[src/rtl/frame_tx_scheduler.sv]
`default_nettype none
// ============================================================================
//  Module      : frame_tx_scheduler
//  Description : Sequences one frame_assembler per OFDM burst: loads payload
//                bytes, waits for the assembled frame, plays it out at the
//                sample rate, re-arms the assembler and idles for a gap.
//  Revision    : 1.0 - initial release
// ============================================================================
module frame_tx_scheduler #(
  parameter int FRAME_LEN    = 1120,
  parameter int DATA_LEN     = 640,
  parameter int RATE_DIV     = 4,
  parameter int READ_LAT     = 2,
  parameter int GAP_CYCLES   = 16,
  parameter int WAIT_TIMEOUT = 4096
) (
  input  logic        clk,
  input  logic        rst_n,
  input  logic        enable,
  input  logic [7:0]  s_data,
  input  logic        s_valid,
  output logic        s_ready,
  output logic [7:0]  asm_din,
  output logic        asm_wren,
  input  logic        asm_full,
  output logic [10:0] asm_read_ptr,
  input  logic [7:0]  asm_dout,
  output logic        asm_tx_done,
  output logic [7:0]  tx_sample,
  output logic        tx_valid,
  output logic        busy,
  output logic        err,
  output logic [15:0] frame_count
);

  localparam int IN_W   = $clog2(DATA_LEN + 1);
  localparam int WAIT_W = $clog2(WAIT_TIMEOUT + 1);
  localparam int RATE_W = 8;
  localparam int PTR_W  = 11;
  localparam int GAP_W  = 16;

  typedef enum logic [2:0] {
    S_IDLE     = 3'd0,
    S_LOAD     = 3'd1,
    S_WAIT_ASM = 3'd2,
    S_PLAY     = 3'd3,
    S_DRAIN    = 3'd4,
    S_DONE     = 3'd5,
    S_GAP      = 3'd6
  } state_t;

  state_t                state_q,     state_d;
  logic [IN_W-1:0]       in_cnt_q,    in_cnt_d;
  logic [WAIT_W-1:0]     wait_cnt_q,  wait_cnt_d;
  logic [RATE_W-1:0]     rate_q,      rate_d;
  logic [PTR_W-1:0]      ptr_q,       ptr_d;
  logic [READ_LAT-1:0]   sr_q,        sr_d;
  logic [GAP_W-1:0]      gap_q,       gap_d;
  logic [7:0]            tx_sample_q, tx_sample_d;
  logic                  tx_valid_q,  tx_valid_d;
  logic                  tx_done_q,   tx_done_d;
  logic                  err_q,       err_d;
  logic                  to_q,        to_d;    // current frame timed out
  logic [15:0]           frame_cnt_q, frame_cnt_d;
  logic                  launch;                // a new pointer value is presented

  // Input side is a pure pass-through gated by the LOAD state.
  assign s_ready      = (state_q == S_LOAD);
  assign asm_din      = s_data;
  assign asm_wren     = s_valid & s_ready;
  assign asm_read_ptr = ptr_q;
  assign asm_tx_done  = tx_done_q;
  assign tx_sample    = tx_sample_q;
  assign tx_valid     = tx_valid_q;
  assign busy         = (state_q != S_IDLE);
  assign err          = err_q;
  assign frame_count  = frame_cnt_q;

  // Next-state and next-output computation for the frame sequencer.
  always_comb begin
    state_d     = state_q;
    in_cnt_d    = in_cnt_q;
    wait_cnt_d  = wait_cnt_q;
    rate_d      = rate_q;
    ptr_d       = ptr_q;
    gap_d       = gap_q;
    err_d       = err_q;
    to_d        = to_q;
    frame_cnt_d = frame_cnt_q;
    launch      = 1'b0;
    // A strobe leaving the delay line marks asm_dout as valid for capture.
    tx_valid_d  = sr_q[READ_LAT-1];
    tx_sample_d = sr_q[READ_LAT-1] ? asm_dout : tx_sample_q;

    case (state_q)
      S_IDLE: begin
        if (enable) begin
          state_d  = S_LOAD;
          err_d    = 1'b0;
          in_cnt_d = '0;
        end
      end
      S_LOAD: begin
        if (s_valid) begin
          in_cnt_d = in_cnt_q + IN_W'(1);
          if (in_cnt_q == IN_W'(DATA_LEN - 1)) begin
            state_d    = S_WAIT_ASM;
            wait_cnt_d = '0;
          end
        end
      end
      S_WAIT_ASM: begin
        if (asm_full) begin
          state_d = S_PLAY;
          ptr_d   = '0;
          rate_d  = '0;
          launch  = 1'b1;
        end else if (wait_cnt_q == WAIT_W'(WAIT_TIMEOUT - 1)) begin
          state_d = S_DONE;
          err_d   = 1'b1;
          to_d    = 1'b1;
        end else begin
          wait_cnt_d = wait_cnt_q + WAIT_W'(1);
        end
      end
      S_PLAY: begin
        // asm_full is deliberately ignored here; playback always completes.
        if (rate_q == RATE_W'(RATE_DIV - 1)) begin
          rate_d = '0;
          if (ptr_q == PTR_W'(FRAME_LEN - 1)) begin
            state_d = S_DRAIN;
          end else begin
            ptr_d  = ptr_q + PTR_W'(1);
            launch = 1'b1;
          end
        end else begin
          rate_d = rate_q + RATE_W'(1);
        end
      end
      S_DRAIN: begin
        if (sr_q == '0) state_d = S_DONE;
      end
      S_DONE: begin
        if (!to_q) frame_cnt_d = frame_cnt_q + 16'd1;
        to_d    = 1'b0;
        gap_d   = '0;
        state_d = S_GAP;
      end
      S_GAP: begin
        // A zero gap still spends one cycle here.
        if (({1'b0, gap_q} + 17'd1) >= 17'(GAP_CYCLES)) begin
          state_d  = enable ? S_LOAD : S_IDLE;
          in_cnt_d = '0;
        end else begin
          gap_d = gap_q + GAP_W'(1);
        end
      end
      default: state_d = S_IDLE;
    endcase

    sr_d[0] = launch;
    for (int i = 1; i < READ_LAT; i++) sr_d[i] = sr_q[i-1];

    tx_done_d = (state_d == S_DONE);
  end

  // State and output registers; reset holds the assembler cleared.
  always_ff @(posedge clk) begin
    if (!rst_n) begin
      state_q     <= S_IDLE;
      in_cnt_q    <= '0;
      wait_cnt_q  <= '0;
      rate_q      <= '0;
      ptr_q       <= '0;
      sr_q        <= '0;
      gap_q       <= '0;
      tx_sample_q <= '0;
      tx_valid_q  <= 1'b0;
      tx_done_q   <= 1'b1;
      err_q       <= 1'b0;
      to_q        <= 1'b0;
      frame_cnt_q <= '0;
    end else begin
      state_q     <= state_d;
      in_cnt_q    <= in_cnt_d;
      wait_cnt_q  <= wait_cnt_d;
      rate_q      <= rate_d;
      ptr_q       <= ptr_d;
      sr_q        <= sr_d;
      gap_q       <= gap_d;
      tx_sample_q <= tx_sample_d;
      tx_valid_q  <= tx_valid_d;
      tx_done_q   <= tx_done_d;
      err_q       <= err_d;
      to_q        <= to_d;
      frame_cnt_q <= frame_cnt_d;
    end
  end

endmodule
`default_nettype wire

[config.mk]
export PLATFORM = sky130hd
export DESIGN_NAME = frame_tx_scheduler
export DESIGN_NICKNAME = d
export VERILOG_FILES = /design/src/rtl/frame_tx_scheduler.sv
export SDC_FILE = /design/constraint.sdc
export NUM_CORES = 1
export LEC_CHECK = 0
export ABC_AREA = 0
export CELL_PAD_IN_SITES_DETAIL_PLACEMENT = 1
export CELL_PAD_IN_SITES_GLOBAL_PLACEMENT = 1
export CORE_ASPECT_RATIO = 0.8
export CORE_MARGIN = 5
export CORE_UTILIZATION = 43
export CTS_BUF_LIST = sky130_fd_sc_hd__clkbuf_4 sky130_fd_sc_hd__clkbuf_8 sky130_fd_sc_hd__clkbuf_16
export CTS_CLUSTER_SIZE = 8
export DETAILED_ROUTE_END_ITERATION = 12
export PLACE_DENSITY = 0.84
export SYNTH_ARGS = -nofsm -noshare
export SYNTH_HDL_FRONTEND = slang
export SYNTH_SLANG_ARGS = --single-unit
export TNS_END_PERCENT = 10
[constraint.sdc]
create_clock -name clk -period 5.3 [get_ports clk]
set_clock_uncertainty 0.2 [all_clocks]
set_input_delay 1.325 -clock clk [delete_from_list [all_inputs] [get_ports clk]]
set_output_delay 1.325 -clock clk [all_outputs]
set_load 0.02 [all_outputs]
==> results by group, run 1 <==
Timing
  – Max-slew violation count: 0
  – Hold_ws: approximately 0.26 ns
  – Finish-stage setup viols: 0
  – Worst slew pin tran: 0.717 ns
  – Slew margin rel.: 52.2%
  – Setup ws final: 0.974 ns
  – Tcrit/Tclk final: roughly four fifths
  – RSZ-0062 raised after global routing: false
  – Post-route minimum period: 4.33 ns
  – Final hold vios: 0
  – Max frequency: 231 MHz
  – Total negative slack: 0 ns

CTS
  – Post-CTS sizing: 0
  – Num CTS Buffers: 9
  – Hold buffers post-CTS: 0
  – H-tree depth: 3
  – Clk root buf: clkbuf_16
  – Num Clock Sinks: 91
  – Postcts setup bufs: 0
  – Clk slew on worst S/H paths: 0.06 ns
  – Clock Path Buffers: 2
  – Clk Latency, worst-skew pair: 0.34 ns
  – CTS tree: done

Yosys
  – Synth Area in XOR/XNOR: 6.63%
  – Netlist Area Pre-Place: 4360 µm²
  – Post-synthesis mux area share: 3.50%
  – Synthesized instance count: 507
  – Netlist cell types: 62
  – Number of synthesized register bits: 91
  – Adder-cell share of the synthesized area: 2.01%
  – Post-synth EDFFs: 0
  – Ys Warns: 0
  – Compound-gate portion of the synthesized area: between 10 and 15%
  – Net Count, Synth: roughly 540
  – Ys async rst share: 0%
  – Sequential cell area fraction in the yosys report: 41.8%
  – Largest family of logic cells by synthesized area: simple AND/OR/NAND/NOR gates
  – Dominant synthesized flop cell: dfxtp_1
  – Simple-gate portion of the synthesized area: roughly 28%
  – Avg Inst Size Synth: 8.60 µm²

Routing
  – Antenna Nets Post-Route: 0
  – Vias per Instance: ~5.7
  – Pre-antenna DRT Iters: 4
  – DRC: 0
  – Total wire length after detailed routing: between 10,000 and 15,000 µm
  – Via count: 3,883
  – DR WL/cell: 17.3 µm
  – Initial DRC Count: 196

Global routing
  – Initial antenna violation count: 0
  – GRT Overall Usage: about a fifth
  – Gr ovfl total: 0
  – First-pass GRT wire length: 20,100 µm
  – Vias in the first global route: 4,054
  – Largest net degree at the start of global routing: 35

Die
  – Core area: 9770 µm²
  – Die Span Y: about 100 µm
  – Chip width: 123 µm
  – I/O pins: 70
  – Die Area: roughly 12,000 µm²
  – Row count: 32
  – Initial core utilization: between 40 and 50%

Finish
  – Sequential Area: 1820 µm²
  – NumNets Final: about 580
  – Most frequent cells in the layout: 91 x dfxtp_1, 66 x nor2_1, 53 x clkdlybuf4s50_1
  – Fin util: between 50% and 60%
  – Footprint of the multi-input gates: 2370 µm²
  – Fillers: about 1,200
  – Area Overhead vs Synth: 20.8%
  – Diode count: 0
  – Commonest non-fill, non-tap cell in the layout: dfxtp_1
  – Layout cells sized above 1: 6.72%

Critical path
  – Crit path cell chain: clkdlybuf4s50_1 -> inv_1 -> nor2_1 -> clkdlybuf4s50_1
  – CP endpoint kind: output pin
  – R2r setup slk: 2.44 ns
  – Delay-heaviest family, CP: buffers and inverters
  – Worst path max stage delay: 0.63 ns
  – Critical Path Source Type: input port
  – CP Data Arrival Time: 2.80 ns
  – Critical path type: input port to output pin
  – CP max-delay cell: clkdlybuf4s50_1
  – Crit Path Max Fanout: 7
  – Data required, critical path: 3.77 ns
  – CP Buf/Inv Count: 3
  – Most common cell type on the critical path: clkdlybuf4s50_1

Pwr
  – VDD IR max: 0.174 mV
  – PwrDens: 274 nW/µm²
  – Leak: 1.91 nW
  – Tot Pwr: 1.44 mW

Job
  – Max_cap viols: 0

Placed design
  – DP HPWL: 8520 µm
  – GPL Wtd Cong: 0.819
  – Setup WS pre-CTS: 0.982 ns
  – IO Port Bufs: 53

Outcome
  – Status: finished clean

Worst hold path
  – Hold crit path type: register to register
## cell usage after synthesis, drive strengths merged (7+ instances only)
| library cell | instances | share of area (%) |
|---|---|---|
| nand4 | 18 | 2.9 |
| buf | 14 | 2.0 |
| inv | 9 | 0.77 |
| dfxtp | 91 | 42 |
| or3 | 7 | 1.0 |
| clkbuf | 12 | 1.0 |
| nand2 | 39 | 3.4 |
| and3 | 25 | 3.7 |
| xor2 | 25 | 5.0 |
| nand3 | 28 | 3.2 |
| mux2i | 13 | 3.0 |
| xnor2 | 8 | 1.6 |
| nor2 | 67 | 5.8 |
| a31oi | 9 | 1.3 |
| ha | 7 | 2.0 |
| and2 | 14 | 2.0 |
| o21ai | 26 | 3.0 |
| a21oi | 23 | 2.9 |
## logic make-up (layout without fill, tap and decap cells)
family / count (synthesis) / after routing
DFF: 91 / 91
AOI/OAI and AO/OA: 90 / 90
muxes: 15 / 15
adders and majority gates: 7 / 7
xor gates and xnor gates: 33 / 33
buffers and inverters: 36 / 80
and+or+nand+nor: 235 / 235
## report_power, final
part	switching, mW	total [mW]	internal (mW)
sequential	0.00407	0.690	0.686
clock	0.260	0.696	0.436
combinational	0.0340	0.0555	0.0215
## path summary, 6_finish.rpt
kind / from / depth (start not counted) / end
worst max-delay path: s_valid / 4 / asm_wren
worst min register to register: wait_cnt_q[12]$_SDFFE_PN0P_ / 2 / wait_cnt_q[12]$_SDFFE_PN0P_
worst min-delay path: wait_cnt_q[12]$_SDFFE_PN0P_ / 2 / wait_cnt_q[12]$_SDFFE_PN0P_
worst max register to register: state_q[2]$_SDFF_PN0_ / 8 / wait_cnt_q[8]$_SDFFE_PN0P_
## tightest hold or removal path, delay by kind of cell (launching register included)
family	cells	cell delay [ns]
AOI/OAI and AO/OA	1	0.04
DFF	1	0.32
and+or+nand+nor	1	0.07
## layout make-up
type	instances	share of cell area, %
sequential	91	34.6
inverter	10	0.713
clock buffer	11	4.80
tap	136	3.23
multi-input combinational	380	44.9
timing repair buffer	55	10.4
clock inverter	4	1.40
## layer usage
metal | track usage, % | vias up | wire, µm
met2 | 36.0 | 73 | 5950
met1 | 24.2 | 1890 | 5270
met5 | 0 | - | 0
met4 | 5.77 | 0 | 192
li1 | - | 1899 | -
met3 | 4.68 | 21 | 456
## metrics by stage
step,cell area [µm²],cells
2_1_floorplan,4360,507
3_3_place_gp,4940,672
3_5_place_dp,4940,672
4_1_cts,5270,687
5_1_grt,5270,687
6_report,5270,687
## sequential cells by signal, indices dropped and copies added, names as in the netlist
register      flops
in_cnt_q         10
frame_count      16
asm_tx_done       1
sr_q              2
tx_valid          1
asm_read_ptr     11
tx_sample         8
gap_q            16
state_q           3
to_q              1
err               1
wait_cnt_q       13
rate_q            8
Note: power is estimated with default switching activity, not from simulation.
==> run 2, diff against run 1 <==
CORE_UTILIZATION = 36   (was 43)
PLACE_DENSITY = 0.75   (was 0.84)
clock period = 3.8 ns   (was 5.3 ns; I/O delays follow)
==> run 2 against run 1 <==
  * Die area increased by 18%
  * Sequential power is 39% higher
  * Global-route usage shrank 3.4 points
  * Power up 40%
  * Non-clock buffer count grew 5
  * First-iteration DRC count shrank 8.7%
  * Clock power is 41% higher
  * Largest cell class unchanged
  * Worst hold slack worse by 0.0039 ns
  * Count of clock-buffer cells in the layout down 1
  * Largest power group unchanged
  * Final cell count grew 3.2%
  * Flip-flop and latch count did not move
  * Utilization is 9.7 points lower
==> results by group, run 2 (synthesized netlist as in run 1, its figures left out) <==
Global routing
  – Initial antenna violation count: 0 (unchanged)
  – Largest net degree at the start of global routing: 40 (+14%)
  – Met3 usage: 4.42% (-0.26 points)
  – Global routing usage on met1: 21.2% (-3.1 points)
  – GRT Overall Usage: 16.8% (-3.4 points)
  – Vias in the first global route: 3,926 (-3.2%)
  – First-pass GRT wire length: 19,800 µm (-1.5%)
  – GR Util met2: 28.2% (-7.8 points)
  – Gr ovfl total: 0 (unchanged)
  – Most Crowded Layer GR: met2

Die
  – Core area: 12,000 µm² (+23%)
  – Row count: 36 (+13%)
  – I/O pins: 70 (unchanged)
  – Die Area: 14,400 µm² (+18%)
  – Chip width: 133 µm (+8.5%)
  – Initial core utilization: 36.2% (-8.4 points)
  – Die Span Y: 108 µm (+8.4%)

Timing
  – Slew margin rel.: 48.6% (-3.6 points)
  – Post-route minimum period: 3.44 ns
  – Finish-stage setup viols: 0 (unchanged)
  – Total negative slack: 0 ns (unchanged)
  – Worst slew pin tran: 0.771 ns (+0.0540 ns)
  – RSZ-0062 raised after global routing: false
  – Max frequency: 291 MHz
  – Max-slew violation count: 0 (unchanged)
  – Tcrit/Tclk final: 90.4%
  – Final hold vios: 0 (unchanged)

Worst hold path
  – Hold crit path type: register to register

Routing
  – Via count: 3,870 (-0.33%)
  – Initial DRC Count: 179 (-8.7%)
  – Pre-antenna DRT Iters: 4 (unchanged)
  – Vias per Instance: 5.46 (-3.4%)
  – Total wire length after detailed routing: 11,600 µm (-2.4%)
  – Antenna Nets Post-Route: 0 (unchanged)
  – DR WL/cell: 16.3 µm (-5.5%)
  – DRC: 0 (unchanged)

Pwr
  – Leak: 1.93 nW (+1.1%)
  – VDD IR max: 0.207 mV (+19%)
  – PwrDens: 380 nW/µm² (+39%)

Finish
  – Fin util: 44.3% (-9.7 points)
  – Fillers: 1,397 (+19%)
  – NumNets Final: 580 (+0.87%)
  – Footprint of the multi-input gates: 2370 µm² (unchanged)
  – Area Overhead vs Synth: 22.1%
  – Sequential Area: 1820 µm² (unchanged)
  – Most frequent cells in the layout: 91 x dfxtp_1, 66 x nor2_1, 53 x clkdlybuf4s50_1
  – Layout cells sized above 1: 7.72% (+1.0 points)
  – Diode count: 0 (unchanged)
  – Commonest non-fill, non-tap cell in the layout: dfxtp_1

Job
  – Max_cap viols: 0 (unchanged)

Placed design
  – GPL Wtd Cong: 0.810 (-1.1%)
  – IO Port Bufs: 53 (unchanged)
  – DP HPWL: 8200 µm (-3.8%)

CTS
  – CTS tree: done
  – Hold buffers post-CTS: 0 (unchanged)
  – Num CTS Buffers: 9 (unchanged)
  – Clk root buf: clkbuf_16
  – Post-CTS sizing: 0 (unchanged)
  – Postcts setup bufs: 0 (unchanged)
  – H-tree depth: 3 (unchanged)
  – Clk Latency, worst-skew pair: 0.35 ns (about the same)
  – Clock Path Buffers: 2 (unchanged)
  – Num Clock Sinks: 91 (unchanged)
  – Clk slew on worst S/H paths: 0.07 ns (about the same)

Critical path
  – Critical path type: input port to output pin
  – Critical Path Source Type: input port
  – CP Data Arrival Time: 2.29 ns (-0.51 ns)
  – CP endpoint kind: output pin
  – Data required, critical path: 2.65 ns (-1.12 ns)
  – Crit Path Max Fanout: 3 (-4)

Outcome
  – Status: finished clean
[run 2: critical path, stage by stage]
cell,delay (ns)
clkdlybuf4s50_1,0.50
inv_1,0.06
nor2_1,0.14
clkdlybuf4s50_1,0.63
[run 2: per-stage QoR]
stage               setup WS (ns)  instance area, µm²  hold WS [ns]  cells  total power, mW
finish                      0.365                5320         0.258    709             2.02
global route                0.279                5320         0.272    709             2.09
CTS                         0.346                5320         0.258    709             2.05
detailed placement          0.356                5000         0.248    693             1.07
global placement            0.406                5000         0.238    693             1.06
floorplan                    1.15                4360         0.223    507             1.04
[run 2: layout make-up]
class                   instances  area share, %
multi-input cells             380           44.4
flip-flops and latches         91           34.2
repair buffers                 60           11.0
clock buffers                  10           4.49
well taps                     152           3.57
clock inverters                 6           1.62
inverters                      10          0.705
[run 2: per-layer routing]
metal  vias to the layer above  share of wire, %
li1                       1903                 -
met1                      1896                46
met2                        58                49
met3                        13               3.8
met4                         0               1.2
met5                         -                 0
[run 2: final timing paths]
| path | from | to | slack [ns] | cells after the start |
|---|---|---|---|---|
| worst max-delay path | s_valid | asm_wren | 0.36 | 4 |
| worst min-delay path | wait_cnt_q[12]$_SDFFE_PN0P_ | wait_cnt_q[12]$_SDFFE_PN0P_ | 0.26 | 2 |
| worst max register to register | gap_q[0]$_SDFFE_PN0P_ | in_cnt_q[4]$_SDFFE_PN0P_ | 0.96 | 8 |
| worst min register to register | wait_cnt_q[12]$_SDFFE_PN0P_ | wait_cnt_q[12]$_SDFFE_PN0P_ | 0.26 | 2 |
[run 2: power breakdown]
group / switching, mW / leakage [nW] / total, mW / internal, mW
combinational: 0.0535 / 1.04 / 0.0870 / 0.0335
sequential: 0.00177 / 0.733 / 0.958 / 0.956
clock: 0.384 / 0.159 / 0.978 / 0.594
